==> config.mk <==
export PLATFORM = sky130hd
export DESIGN_NAME = vending_txn_ctrl
export DESIGN_NICKNAME = d
export VERILOG_FILES = /design/src/rtl/vending_txn_ctrl_pkg.sv /design/src/rtl/vending_txn_ctrl_change_pick.sv /design/src/rtl/vending_txn_ctrl.sv
export SDC_FILE = /design/constraint.sdc
export NUM_CORES = 1
export LEC_CHECK = 0
export CAP_MARGIN = 10
export CORE_AREA = 2 2 108 110
export CTS_CLUSTER_SIZE = 10
export DETAILED_ROUTE_END_ITERATION = 10
export DIE_AREA = 0 0 110 112
export HOLD_SLACK_MARGIN = 0.08
export PLACE_DENSITY = 0.72
export SYNTH_ARGS = -nofsm -noshare
export SYNTH_HDL_FRONTEND = slang
export SYNTH_SLANG_ARGS = --single-unit
==> constraint.sdc <==
create_clock -name clk -period 7.27 [get_ports clk]
set_input_delay 0.727 -clock clk [delete_from_list [all_inputs] [get_ports clk]]
set_output_delay 0.727 -clock clk [all_outputs]
set_load 0.05 [all_outputs]
==> src/rtl/vending_txn_ctrl_pkg.sv <==
// Shared definitions for the vending transaction sequencer.
// Holds the coin and item tables, widths, the wait time and the state encoding.
// coin_value/item_price map a one-hot vector to its table value. A vector that
// is zero or multi-hot gives a meaningless result, so callers qualify it first.
package vending_txn_ctrl_pkg;

   localparam int kNumCoins   = 3;
   localparam int kNumItems   = 4;
   localparam int kTotalBits  = 30;
   localparam int kBalW       = kTotalBits + 1;
   localparam int kMaxBalance = 10000;
   localparam int kWaitTime   = 30;

   localparam logic [kBalW-1:0] kCoinValue [kNumCoins] = '{31'd100, 31'd500, 31'd1000};
   localparam logic [kBalW-1:0] kItemPrice [kNumItems] = '{31'd400, 31'd500, 31'd1000, 31'd2000};

   typedef enum logic [1:0] {
      kSIdle   = 2'd0,
      kSHold   = 2'd1,
      kSVend   = 2'd2,
      kSReturn = 2'd3
   } state_e;

   function automatic logic [kBalW-1:0] coin_value(input logic [kNumCoins-1:0] oh);
      logic [kBalW-1:0] v;
      v = '0;
      for (int i = 0; i < kNumCoins; i++)
         if (oh[i]) v = v | kCoinValue[i];
      return v;
   endfunction

   function automatic logic [kBalW-1:0] item_price(input logic [kNumItems-1:0] oh);
      logic [kBalW-1:0] v;
      v = '0;
      for (int i = 0; i < kNumItems; i++)
         if (oh[i]) v = v | kItemPrice[i];
      return v;
   endfunction

endpackage

==> src/rtl/vending_txn_ctrl_change_pick.sv <==
// vm_change_pick: combinational change selector.
// Ports:
//   i_balance  in   current credit
//   o_coin     out  one-hot largest coin whose value <= i_balance (0 if none)
//   o_value    out  value of that coin (0 if none)
module vm_change_pick
   import vending_txn_ctrl_pkg::*;
(
   input  logic [kBalW-1:0]     i_balance,
   output logic [kNumCoins-1:0] o_coin,
   output logic [kBalW-1:0]     o_value
);

   // The coin table is ascending, so the last coin that fits is the largest.
   always_comb begin
      o_coin  = '0;
      o_value = '0;
      for (int i = 0; i < kNumCoins; i++) begin
         if (i_balance >= kCoinValue[i]) begin
            o_coin    = '0;
            o_coin[i] = 1'b1;
            o_value   = kCoinValue[i];
         end
      end
   end

endmodule

==> src/rtl/vending_txn_ctrl.sv <==
// vending_txn_ctrl: vending machine transaction sequencer.
// Adds up inserted coins, grants affordable purchases and pays change on timeout or cancel.
// Change is paid largest coin first.
// Optional feature macro: VM_TXN_CANCEL_EN. When it is defined, the i_trigger_return
// port exists and cancels a transaction from HOLD.
// Ports:
//   clk, reset_n      clock, async active-low reset
//   i_input_coin      one-hot coin pulse
//   i_select_item     one-hot selection pulse
//   i_timeout         wait-timer expired level
//   i_trigger_return  cancel request (VM_TXN_CANCEL_EN only)
//   o_timeset         wait-timer reload pulse
//   o_available_item  items affordable with current balance
//   o_output_item     dispense pulse
//   o_return_coin     change / bounced-coin pulse
//   o_balance         current credit
//   o_busy            VEND or RETURN in progress
//
// state   | meaning
// IDLE    | balance zero, waiting for a coin
// HOLD    | credit held, waiting for coin/select/cancel/timeout
// VEND    | dispense pulse visible, one cycle
// RETURN  | paying change, one coin per cycle
module vending_txn_ctrl
   import vending_txn_ctrl_pkg::*;
#(
   parameter int NUM_COINS   = kNumCoins,
   parameter int NUM_ITEMS   = kNumItems,
   parameter int BAL_W       = kBalW,
   parameter int MAX_BALANCE = kMaxBalance
) (
   input  logic                 clk,
   input  logic                 reset_n,
   input  logic [NUM_COINS-1:0] i_input_coin,
   input  logic [NUM_ITEMS-1:0] i_select_item,
   input  logic                 i_timeout,
`ifdef VM_TXN_CANCEL_EN
   input  logic                 i_trigger_return,
`endif
   output logic                 o_timeset,
   output logic [NUM_ITEMS-1:0] o_available_item,
   output logic [NUM_ITEMS-1:0] o_output_item,
   output logic [NUM_COINS-1:0] o_return_coin,
   output logic [BAL_W-1:0]     o_balance,
   output logic                 o_busy
);

   localparam logic [BAL_W-1:0] kMaxBal = BAL_W'(MAX_BALANCE);

   state_e               state_q, state_d;
   logic [BAL_W-1:0]     bal_q, bal_d;
   logic                 timeset_q, timeset_d;
   logic [NUM_ITEMS-1:0] avail_q, avail_d;
   logic [NUM_ITEMS-1:0] item_q, item_d;
   logic [NUM_COINS-1:0] ret_q, ret_d;
   logic                 busy_q, busy_d;

   logic                 cancel_req;
   logic                 coin_ok, sel_ok;
   logic [BAL_W-1:0]     coin_sum, sel_price;
   logic [NUM_COINS-1:0] pick_coin;
   logic [BAL_W-1:0]     pick_value;

`ifdef VM_TXN_CANCEL_EN
   assign cancel_req = i_trigger_return;
`else
   assign cancel_req = 1'b0;
`endif

   vm_change_pick u_change_pick (
      .i_balance (bal_q),
      .o_coin    (pick_coin),
      .o_value   (pick_value)
   );

   // Overflow cannot occur: balance <= 10000 and coins <= 1000 in a 31-bit sum.
   assign coin_ok   = $onehot(i_input_coin);
   assign coin_sum  = bal_q + coin_value(i_input_coin);
   assign sel_price = item_price(i_select_item);
   assign sel_ok    = $onehot(i_select_item) && (bal_q >= sel_price);

   always_comb begin
      state_d   = state_q;
      bal_d     = bal_q;
      timeset_d = 1'b0;
      item_d    = '0;
      ret_d     = '0;
      case (state_q)
         kSIdle: begin
            if (coin_ok) begin
               if (coin_sum <= kMaxBal) begin
                  bal_d     = coin_sum;
                  timeset_d = 1'b1;
                  state_d   = kSHold;
               end else begin
                  ret_d = i_input_coin;
               end
            end
         end
         kSHold: begin
            if (coin_ok) begin
               if (coin_sum <= kMaxBal) begin
                  bal_d     = coin_sum;
                  timeset_d = 1'b1;
               end else begin
                  ret_d = i_input_coin;
               end
            end else if (sel_ok) begin
               // Dispense is registered here so the pulse is visible during VEND.
               item_d    = i_select_item;
               bal_d     = bal_q - sel_price;
               timeset_d = 1'b1;
               state_d   = kSVend;
            end else if (cancel_req) begin
               state_d = kSReturn;
            end else if (i_timeout && !timeset_q) begin
               // While a reload is in flight, the timer still shows the old expiry.
               state_d = kSReturn;
            end
         end
         kSVend: begin
            state_d = (bal_q != '0) ? kSHold : kSIdle;
         end
         kSReturn: begin
            ret_d = pick_coin;
            bal_d = bal_q - pick_value;
            if (bal_d == '0) state_d = kSIdle;
         end
         default: state_d = kSIdle;
      endcase

      avail_d = '0;
      for (int i = 0; i < NUM_ITEMS; i++)
         avail_d[i] = (state_d != kSReturn) && (bal_d >= kItemPrice[i]);
      busy_d = (state_d == kSVend) || (state_d == kSReturn);
   end

   always_ff @(posedge clk or negedge reset_n) begin
      if (!reset_n) begin
         state_q   <= kSIdle;
         bal_q     <= '0;
         timeset_q <= 1'b0;
         avail_q   <= '0;
         item_q    <= '0;
         ret_q     <= '0;
         busy_q    <= 1'b0;
      end else begin
         state_q   <= state_d;
         bal_q     <= bal_d;
         timeset_q <= timeset_d;
         avail_q   <= avail_d;
         item_q    <= item_d;
         ret_q     <= ret_d;
         busy_q    <= busy_d;
      end
   end

   assign o_timeset        = timeset_q;
   assign o_available_item = avail_q;
   assign o_output_item    = item_q;
   assign o_return_coin    = ret_q;
   assign o_balance        = bal_q;
   assign o_busy           = busy_q;

endmodule

# Word level (Yosys, flattened, before mapping)
# Cells that the tools add are included.
[totals]
reg_bits = 46
inputBits = 10
out_inout_bits = 44
[op_classes]
addsub = 8
magnitude_cmp = 9
n_eq_ne = 8
muxes = 37
n_reduce_logical = 12
[ops]
columns = ["cell", "n"]
rows = [
  ["31-bit two-way mux", 4],
  ["31-bit by 9-bit >= comparator with 1-bit output (second input constant)", 3],
  ["31-bit case mux with 3 select lines", 1],
  ["31-bit by 10-bit >= comparator with 1-bit output (second input constant)", 2],
  ["31-bit subtractor", 2],
  ["9-bit two-way mux", 4],
  ["31-bit adder", 1],
  ["31-bit by 11-bit >= comparator with 1-bit output (second input constant)", 1],
  ["31-bit >= comparator", 1],
  ["31-bit by 7-bit >= comparator with 1-bit output (second input constant)", 1],
  ["31-bit by 14-bit less-or-equal comparator with 1-bit output (second input constant)", 1],
  ["31-bit zero test", 1],
  ["31-bit nonzero test", 1],
  ["10-bit two-way mux", 3],
  ["2-bit two-way mux", 7],
  ["7-bit two-way mux", 2],
  ["4-bit two-way mux", 3],
  ["11-bit two-way mux", 1],
  ["3-bit two-way mux", 3],
  ["2-bit == test (second input constant)", 4],
  ["2-bit case mux with 4 select lines", 1],
  ["1-bit by 1-bit adder with 2-bit output", 3],
  ["1-bit logical AND", 6],
  ["1-bit two-way mux", 6],
  ["other kinds (11)", 12],
]

# Longest topological paths before layout
# Gate-level depths: netlist of run 1.
[logic_depth]
word_depth = 11
depth_mapped = 23
mapped_depth_nobuf = 22

# By module
# From an unflattened synthesis of run 1, not the netlist that was laid out.
[hier_totals]
hier_cells = 1005
area_unflattened_um2 = 7318.3
[modules_own_cells]
columns = ["module", "n_inst", "cells_each", "area_per_inst_um2"]
rows = [
  ["vending_txn_ctrl", 1, 953, 6924.1],
  ["vm_change_pick", 1, 52, 394.1],
]

# Least setup slack after synthesis of run 1
# OpenSTA, ideal clock, no wires.
[synth_path]
kind = "register to register"
startpoint = "register bal_q[28] (netlist: o_balance[28])"
endpoint = "register avail_q[0] (netlist: o_available_item[0])"
t_arrival_ps = 5295
t_required_ps = 7188
setup_slack_ps = 1893
path_stages_with_launch = 21
n_path_buf = 1
path_cell_list = "dfrtp_1 -> clkbuf_1 -> nor4_1 -> nand4_1 -> or3_1 -> nor3_1 -> ha_1 -> inv_1 -> fa_1 -> a21o_1 -> a211oi_1 -> o21ai_0 -> nor4_1 -> nand2_1 -> nand2_1 -> a21oi_1 -> a2111oi_1 -> a2111oi_4 -> nand4bb_1 -> nor4_4 -> a31oi_1"
[synth_via]
elab_chain_len = 10
[synth_rtl]
columns = ["item", "line", "text"]
rows = [
  ["from (decl)", "vending_txn_ctrl.sv:51", "logic [BAL_W-1:0] bal_q, bal_d;"],
  ["from (signal assigned)", "vending_txn_ctrl.sv:149", "bal_q <= bal_d;"],
  ["branches (longest 9 deep; another with 31-bit by 7-bit >= comparator with 1-bit output)", "-", ""],
  ["1-bit logical AND *", "vending_txn_ctrl.sv:134", "avail_d[i] = (state_d != kSReturn) && (bal_d >= kItemPrice[i]);"],
  ["via avail_d[0]", "vending_txn_ctrl.sv:53", "logic [NUM_ITEMS-1:0] avail_q, avail_d;"],
  ["to (signal assigned)", "vending_txn_ctrl.sv:151", "avail_q <= avail_d;"],
  ["to (decl)", "vending_txn_ctrl.sv:53", ""],
]
# Mark *: on every way through the listed nets, which the timed path passes.

# Worst setup path in the final report of run 1
[layout_path]
startpoint = "register bal_q[21] (netlist: o_balance[21])"
endpoint = "register avail_q[0] (netlist: o_available_item[0])"
# Same word-level chain as after synthesis.

==> results of run 1 <==
worst paths after layout:
kind	from	endpoint	slack [ps]	depth (start not counted)
setup / recovery	o_balance[21]	o_available_item[0]	920	24
hold / removal	reset_n	o_balance[21]	610	1
setup reg to reg	o_balance[21]	o_available_item[0]	920	24
hold reg to reg	o_timeset	state_q[1]	700	3
max in group asynchronous	reset_n	o_output_item[3]	6000	1
min in group clk	o_timeset	state_q[1]	700	3
per-stage QoR:
stage / util / worst slack (ps) / power, W / instances / area [sq um]
after floorplan: - / 1890 / 0.00144 / 820 / 6010
after global placement: 0.594 / 944 / 0.00187 / 981 / 6640
after detailed placement: 0.594 / 813 / 0.00189 / 981 / 6640
after CTS: 0.608 / 1100 / 0.00214 / 989 / 6790
after global routing: 0.608 / 662 / 0.00232 / 989 / 6790
final: 0.608 / 923 / 0.00220 / 989 / 6790
synthesized netlist by cell type (7+ instances only):
master and number:
a21oi_1 53, dfrtp_1 44, o21ai_0 40, or3_1 15, nand2_1 72, nand3_1 37
xor2_1 18, nand2b_1 9, a31oi_1 21, nor4_1 15, o22ai_1 8, nor2b_1 9
xnor2_1 30, nor3_1 29, a21o_1 14, or2_2 7, o21a_1 13, or4_1 7
buf_2 10, clkbuf_1 40, inv_1 33, ha_1 28, nor2_1 71, nand4_1 15
and2_1 8, o211ai_1 11, a211oi_1 11
kinds of logic (layout without fill, tap and decap cells):
family,after synthesis,count (layout)
compound gates,266,266
xor+xnor,48,48
fa+ha+maj,33,33
buf+inv,93,119
flops,44,44
mux,5,5
other cells,1,2
simple gates,329,329
registers in the layout, summed over array words and instances, names as in the netlist:
| name | cells |
|---|---|
| o_busy | 1 |
| state_q | 2 |
| o_return_coin | 3 |
| o_timeset | 1 |
| o_output_item | 4 |
| o_balance | 29 |
| o_available_item | 4 |
metal layers:
layer | vias to the layer above | global-route usage | part of all wire
met5 | - | 0 | 0
met4 | 0 | 0.165 | 0.045
met3 | 105 | 0.0861 | 0.13
met2 | 526 | 0.582 | 0.43
met1 | 3296 | 0.557 | 0.39
li1 | 3120 | - | -
report_power, final:
| group | total (W) | internal, W | switching [W] |
|---|---|---|---|
| sequential | 0.000374 | 0.000288 | 0.0000861 |
| combinational | 0.00158 | 0.000531 | 0.00105 |
| clock | 0.000244 | 0.000131 | 0.000113 |
| total | 0.00220 | 0.000951 | 0.00125 |
final cells by class:
type                       instances  area share
multi-input combinational        683       0.667
sequential                        44       0.162
timing repair buffer              77       0.103
tap                              143      0.0264
inverter                          34      0.0188
clock buffer                       5      0.0184
clock inverter                     3     0.00387
critical path, stage by stage, from the launching register on:
cell and delay, ps:
dfrtp_1 360, buf_4 200, nor4_1 750, nand4_1 350, or3_1 520, nor2_1 160
nand3_1 120, a31oi_1 350, nor3_1 100, ha_1 210, inv_1 80, fa_1 210
a21o_1 150, a211oi_1 100, o21ai_0 470, nor3_1 120, buf_4 190, nand3_1 150
o22ai_1 110, and3_1 200, a2111oi_1 760, a2111oi_4 120, nand4bb_1 200, nor4_4 90
a31oi_1 210
==> flow_metrics.py, run 1 <==
metrics = {
    "run_status": {
        "status": "completed",
    },
    "setup_path": {
        "end_kind": "register",
        "cp.arrival_ps": 6570,
        "worstSetupPathType": "reg2reg",
        "start_kind": "register",
        "worstPathRequired_ps": 7490,
        "path_max_fanout": 18,
    },
    "final_layout": {
        "drive_above_1_share": 0.0733,
        "antennaDiodeCount": 0,
        "nNetsFinal": 888,
        "area_growth_pct": 13.0,
        "seq_area_sq_mm": 0.00110,
        "final_cell_mix": "nand2_1 (72), nor2_1 (71), a21oi_1 (53), clkdlybuf4s50_1 (50), dfrtp_1 (44)",
        "final_common_cell": "nand2_1",
        "fill_cells": 1057,
        "multi_input_area_sq_mm": 0.00453,
    },
    "die": {
        "initial_utilization": 0.538,
        "core_sq_mm": 0.0112,
        "fp.dieW_um": 110,
        "dieArea_sq_mm": 0.0123,
        "rows": 39,
        "die_h_um": 112,
        "io_pins": 54,
    },
    "place": {
        "gp_congestion": 1.12,
        "portBuffers": 51,
        "dp.final_hpwl_um": 18000,
    },
    "routing": {
        "vias_per_cell": 7.13,
        "routed_wl_um": 24300,
        "firstDrtPassIters": 6,
        "drtIter0Drc": 1264,
        "ant_nets": 0,
        "vias": 7047,
        "wire_per_inst_um": 24.6,
        "drc": 0,
    },
    "worst_hold_path": {
        "hp-class": "in2async",
    },
    "yosys": {
        "seq_area_frac_synth": 0.183,
        "synth_edf_count": 0,
        "synth_top_area_frac": 0.183,
        "synthArstFlopShare": 1.00,
        "synth.area.top_cells": "dfrtp_1 (18%), ha_1 (5.8%), nand2_1 (4.5%), nor2_1 (4.4%), a21oi_1 (4.4%)",
        "syn_area_per_cell_sq_um": 7.33,
        "yosys.area.top_type": "dfrtp_1",
        "netlist_instances": 819,
        "synth_compound_area_frac": 0.310,
        "synthMuxAreaShare": 0.00854,
        "synth-simple-area-share": 0.289,
        "ys_ff_latch": 44,
        "ys_types": 85,
        "synth_ff_type": "dfrtp_1",
        "synth_area_sq_mm": 0.00601,
        "synth_top_family_by_area": "compound AO/OA/AOI/OAI gates",
        "post_synth_xor_area_fraction": 0.0700,
        "yosysWarnings": 0,
        "synth_fa_ha_area_frac": 0.0750,
    },
    "grt": {
        "gr-total-overflow": 0,
        "grt.total_usage": 0.396,
        "antenna_found_initial": 0,
        "grt_max_degree": 49,
        "grt_pass1_vias": 6522,
        "grt_pass1_wl_um": 37100,
    },
    "sta": {
        "fin_crit_sh": 0.873,
        "worst_slew_pin_slew_ps": 1180,
        "fmaxAchievable_mhz": 158,
        "finalCriticalPeriod_ps": 6350,
        "hold_viol": 0,
        "final_max_slew_viol_count": 0,
        "hold_slack_ps": 614,
        "tns_ps": 0,
        "rsz0062_at_grt": "false",
        "slew_headroom": 0.215,
        "finClkSkew_ps": 9.83,
        "setup_viol": 0,
    },
    "clock_tree": {
        "cts-root-buf": "clkbuf_16",
        "clk_pin_slew_ps": 70,
        "cts_resized": 0,
        "clockBufferDepth": 2,
        "clock-sinks": 44,
        "insertion_delay_ps": 300,
        "cts_tree": "done",
        "htreeDepth": 2,
        "cts_inserted_buffers": 5,
        "ctsHoldBuffers": 0,
        "cts_setup_buffers": 0,
    },
    "pwr": {
        "cellLeakagePower_nw": 2.59,
        "p_per_area_mw_per_mm2": 324,
        "ir_drop_uv": 239,
    },
    "job": {
        "cap_violations": 0,
    },
}
Power figures use the tool's default switching activity.
==> run 2: changes to the inputs <==
--- a/config.mk
+++ b/config.mk
@@ -12,6 +12,7 @@
 export DIE_AREA = 0 0 110 112
 export HOLD_SLACK_MARGIN = 0.08
 export PLACE_DENSITY = 0.72
+export SETUP_SLACK_MARGIN = 0.05
 export SYNTH_ARGS = -nofsm -noshare
 export SYNTH_HDL_FRONTEND = slang
 export SYNTH_SLANG_ARGS = --single-unit
==> results of run 2 <==
No change in the layout: final DEF, timing and power equal those of run 1.
